[src/rtl/uart_tx_arbiter.sv]
// Shares one UART transmitter between the RX echo FIFO and the message generator:
// round-robin grant, one frame per grant, with a watchdog on the tx_done pulse.
module uart_tx_arbiter #(
  parameter int TIMEOUT_CYC = 200000,
  parameter int CNT_W       = 16
) (
  input  logic             clk,
  input  logic             rst,
  input  logic             i_en,
  input  logic             i_fifo_empty,
  input  logic [7:0]       i_fifo_rdata,
  output logic             o_fifo_pop,
  input  logic             i_msg_valid,
  input  logic [7:0]       i_msg_data,
  output logic             o_msg_ready,
  output logic             o_tx_start,
  output logic [7:0]       o_tx_din,
  input  logic             i_tx_done,
  output logic [1:0]       o_grant,
  output logic             o_busy,
  output logic             o_timeout_err,
  input  logic             i_clr_err,
  output logic [CNT_W-1:0] o_echo_cnt,
  output logic [CNT_W-1:0] o_msg_cnt,
  output logic [1:0]       dbg_state
);

  typedef enum logic [1:0] {
    ST_IDLE      = 2'd0,
    ST_START     = 2'd1,
    ST_WAIT_DONE = 2'd2
  } state_t;

  localparam int WD_W = (TIMEOUT_CYC > 2) ? $clog2(TIMEOUT_CYC) : 1;
  localparam logic [WD_W-1:0] WD_LAST = WD_W'(TIMEOUT_CYC - 1);

  state_t         state;
  logic           last_grant_msg;
  logic [WD_W-1:0] wd_cnt;
  logic           req_e;
  logic           req_m;
  logic           grant_e;
  logic           grant_m;

  // Handshake: the echo byte is consumed on any cycle with o_fifo_pop = 1 (FWFT head),
  // the message byte on i_msg_valid & o_msg_ready; both only in IDLE, never together,
  // and forced low while reset is held.
  always_comb begin
    req_e   = i_en & ~i_fifo_empty;
    req_m   = i_en & i_msg_valid;
    grant_e = 1'b0;
    grant_m = 1'b0;
    if (rst && state == ST_IDLE) begin
      if (req_e && req_m) begin
        grant_e = last_grant_msg;
        grant_m = ~last_grant_msg;
      end else begin
        grant_e = req_e;
        grant_m = req_m;
      end
    end
  end

  assign o_fifo_pop  = grant_e;
  assign o_msg_ready = grant_m;
  assign dbg_state   = state;

  // The watchdog runs from the start cycle, so TIMEOUT_CYC counts cycles from the
  // start pulse; a done arriving on the last allowed cycle still completes the frame.
  always_ff @(posedge clk or negedge rst) begin
    if (!rst) begin
      state          <= ST_IDLE;
      last_grant_msg <= 1'b1;
      wd_cnt         <= '0;
      o_tx_start     <= 1'b0;
      o_tx_din       <= 8'h00;
      o_grant        <= 2'b00;
      o_busy         <= 1'b0;
      o_timeout_err  <= 1'b0;
      o_echo_cnt     <= '0;
      o_msg_cnt      <= '0;
    end else begin
      if (i_clr_err) o_timeout_err <= 1'b0;
      o_tx_start <= 1'b0;
      case (state)
        ST_IDLE: begin
          if (grant_e || grant_m) begin
            o_tx_din       <= grant_e ? i_fifo_rdata : i_msg_data;
            last_grant_msg <= grant_m;
            o_grant        <= {grant_m, grant_e};
            wd_cnt         <= '0;
            o_tx_start     <= 1'b1;
            o_busy         <= 1'b1;
            state          <= ST_START;
          end
        end
        ST_START: begin
          wd_cnt <= wd_cnt + WD_W'(1);
          state  <= ST_WAIT_DONE;
        end
        ST_WAIT_DONE: begin
          if (i_tx_done) begin
            if (o_grant[0]) o_echo_cnt <= o_echo_cnt + CNT_W'(1);
            else            o_msg_cnt  <= o_msg_cnt + CNT_W'(1);
            o_grant <= 2'b00;
            o_busy  <= 1'b0;
            state   <= ST_IDLE;
          end else if (wd_cnt == WD_LAST) begin
            o_timeout_err <= 1'b1;
            o_grant       <= 2'b00;
            o_busy        <= 1'b0;
            state         <= ST_IDLE;
          end else begin
            wd_cnt <= wd_cnt + WD_W'(1);
          end
        end
        default: begin
          o_grant <= 2'b00;
          o_busy  <= 1'b0;
          state   <= ST_IDLE;
        end
      endcase
    end
  end

endmodule

[config.mk]
export PLATFORM = sky130hd
export DESIGN_NAME = uart_tx_arbiter
export DESIGN_NICKNAME = d
export VERILOG_FILES = /design/src/rtl/uart_tx_arbiter.sv
export SDC_FILE = /design/constraint.sdc
export NUM_CORES = 1
export LEC_CHECK = 0
export CAP_MARGIN = 40
export CORE_MARGIN = 1.5
export CORE_UTILIZATION = 55
export DETAILED_ROUTE_END_ITERATION = 12
export PLACE_DENSITY_LB_ADDON = 0.08
export SLEW_MARGIN = 10
export SYNTH_ARGS = -nofsm -noshare
export SYNTH_HDL_FRONTEND = slang
export SYNTH_SLANG_ARGS = --single-unit
[constraint.sdc]
create_clock -name clk -period 4.2 [get_ports clk]
set_input_delay 1.26 -clock clk [delete_from_list [all_inputs] [get_ports clk]]
set_output_delay 1.26 -clock clk [all_outputs]
set_load 0.05 [all_outputs]
==> summary.txt <==
Final layout
  • FILL cells: 381
  • Final core occ: 0.762
  • Nets@finish: 420
  • Commonest non-fill, non-tap cell in the layout: clkdlybuf4s50_1
  • Layout cells sized above 1: 0.0909
  • Diodes inserted: 0
  • Area Overhead vs Synth: 30.8%
  • Most frequent cells in the layout: clkdlybuf4s50_1, dfrtp_1, nand2_1, nand3_1, xnor2_1

Clock tree
  • Worst-path clk slew: 0.07 ns
  • H-tree levels: 3
  • Root Buffer: clkbuf_8
  • Worst skew pair latency: 0.34 ns
  • CTS buffer count: 9
  • CTS resizes: 0
  • Clock Sink Count: 66
  • Buffer levels on the longest clock path: 2
  • Cts hold-fix bufs: 0
  • CTS tree: built
  • Post-CTS Setup Repair Bufs: 0

Floorplan
  • Die X: 80.3 µm
  • Core footprint: 5640 µm²
  • Die Area: 6450 µm²
  • Starting Density: 0.583
  • Die extent in y: approximately 80 µm
  • I/O pin cnt: just over 70
  • Site row count: 27

Critical path
  • R2r setup slk: 1.42 ns
  • Worst path required time: between 2 and 3 ns
  • FF-to-FF Start: wd_cnt[0]$_DFFE_PN0P_
  • Reg2reg end: wd_cnt[9]$_DFFE_PN0P_
  • R2R cell count: 6
  • Crit path capture type: output port
  • Worst Path Arrival: 2.48 ns
  • Crit path launch type: input pin
  • Crit path kind: input pin to output port
  • Peak fanout along the critical path: 3

STA
  • Final Cycle Share: 0.891
  • Slew headroom: 0.452
  • Worst-margin pin slew: 0.821 ns
  • Fin. max-slew vios: 0
  • Max Clock Skew: 0.00811 ns
  • Hold Violations, Final: 0
  • Final Setup Violations: 0
  • Fmax: around 270 MHz
  • Fin Setup TNS: 0 ns
  • Final min period: 3.74 ns
  • Unrepaired setup endpoints after global routing: no

Synth
  • Asr flop ratio synth: 1.00
  • Flops & latches, synth: 66
  • Register area share after synthesis: 0.503
  • Largest family of logic cells by synthesized area: simple AND/OR/NAND/NOR gates
  • Mapped Cells: 317
  • Number of synthesized flops with an enable pin: 0
  • Mapped Area: 3290 µm²
  • Synth Area in Compound Gates: 0.100
  • Share of the synthesized area in the top cell type: 0.495
  • Xor/xnor share of the synthesized area: 0.0799
  • Post-Synth Adder-Cell Area: 0.0228
  • Distinct cells, synth: 47
  • Mux share of post-synthesis cell area: 0.0514
  • Top FF cell, synth: dfrtp_1
  • Synth area leader: dfrtp_1
  • Ranking of synthesized cells by area: dfrtp_1, xnor2_1, nand2_1
  • Synth Net Count: about 350
  • Synth Warn #: 0
  • Avg Cell Area, Syn: 10.4 µm²
  • Post-Synth Simple-Gate Area: 0.215

Routing
  • Via count: around 2,700
  • Routed vias/inst: 5.76
  • Final ANT Viol Nets: 0
  • Drt drc: 0
  • Avg WL per Cell: 15.5 µm
  • Final WL: 7.23 mm
  • Initial DRT Pass Iterations: 5
  • Initial DRC count: 110

Power
  • Maximum vdd drop: 0.000442 V
  • LEAKAGE: 1.90 nW
  • PwrDens: 587 nW/µm²

Placed design
  • Dpl hpwl: just over 5 mm
  • GPL Wtd Cong: approximately 0.84
  • Buffers on Ports: 71

Global routing
  • Largest net degree at the start of global routing: 67
  • All-Layer GR Usage: 0.246
  • Initial antenna violation count: 0
  • Grt total ovfl: 0
  • First-pass GRT wire length: 12.1 mm
  • Vias in the first global route: 2,595

Hold path
  • Hold EP: o_msg_cnt[15]$_DFFE_PN0P_
  • HP Start: o_msg_cnt[15]$_DFFE_PN0P_
  • Worst min-delay path class: register to register
  • Hold Path Depth: 1

Run status
  • Status: finished clean

Job
  • MaxCap Viol Count: 0
[per-layer routing]
| metal | wire length (µm) | global-route usage |
|---|---|---|
| met1 | 3220 | 0.301 |
| met2 | 3640 | 0.421 |
| met3 | 287 | 0.0580 |
| met4 | 93 | 0.0948 |
| met5 | 0 | 0 |
[where the power goes]
group / total, W / switching [W] / internal [W]
combinational: 0.00104 / 0.000656 / 0.000381
clock: 0.000593 / 0.000244 / 0.000349
sequential: 0.000894 / 0.000130 / 0.000765
total: 0.00252 / 0.00103 / 0.00149
[metrics by stage]
step	cell area (µm²)	power [W]	cells	worst slack (ns)	hold WS, ns
3_3_place_gp	4080	0.00191	452	0.503	0.455
5_1_grt	4300	0.00264	468	0.413	0.487
6_report	4300	0.00252	468	0.456	0.468
2_1_floorplan	3290	0.00163	317	0.334	0.477
4_1_cts	4300	0.00254	468	0.446	0.474
3_5_place_dp	4080	0.00194	452	0.451	0.463
[area by class of cell]
type | instances | area (µm²) | share of cell area
clock inverters | 5 | 77.6 | 0.0180
multi-input cells | 230 | 1550 | 0.360
well taps | 72 | 90.1 | 0.0209
repair buffers | 75 | 756 | 0.176
inverters | 9 | 33.8 | 0.00785
clock buffers | 11 | 141 | 0.0329
flip-flops and latches | 66 | 1650 | 0.384
[flip-flops by register name, summed over array words and instances, names as in the netlist, 2 cells and up]
name and flops:
o_echo_cnt 16, o_grant 2, o_msg_cnt 16, o_tx_din 8, dbg_state 2, wd_cnt 18
[cells in the mapped netlist, types with 9 or more instances]
| cell type | count |
|---|---|
| nand3_1 | 21 |
| clkbuf_1 | 9 |
| nand2_1 | 34 |
| o21ai_0 | 20 |
| nand4_1 | 12 |
| mux2i_1 | 9 |
| dfrtp_1 | 65 |
| xor2_1 | 9 |
| xnor2_1 | 21 |
| and3_1 | 14 |
| nor2_1 | 9 |
| inv_1 | 9 |
[worst max-delay path by stage]
| stage | endpoint | startpoint | slack, ns | cells past startpoint |
|---|---|---|---|---|
| 2_1_floorplan | o_fifo_pop | i_en | 0.33 | 3 |
| 3_3_place_gp | o_msg_ready | i_en | 0.50 | 5 |
| 3_5_place_dp | o_msg_ready | i_en | 0.45 | 5 |
| 4_1_cts | o_msg_ready | i_en | 0.45 | 5 |
| 5_1_grt | o_msg_ready | i_en | 0.41 | 5 |
| 6_report | o_msg_ready | i_en | 0.46 | 5 |
[critical path, stage by stage]
cell	delay, ns
clkdlybuf4s50_1	0.48
nand3_1	0.14
or2_2	0.33
inv_1	0.12
buf_12	0.15
[cells by family after synthesis]
family | after synthesis
buf+inv | 21
xor+xnor | 30
flops | 66
compound gates | 50
simple gates | 129
mux | 15
fa+ha+maj | 6
Power figures use the tool's default switching activity.
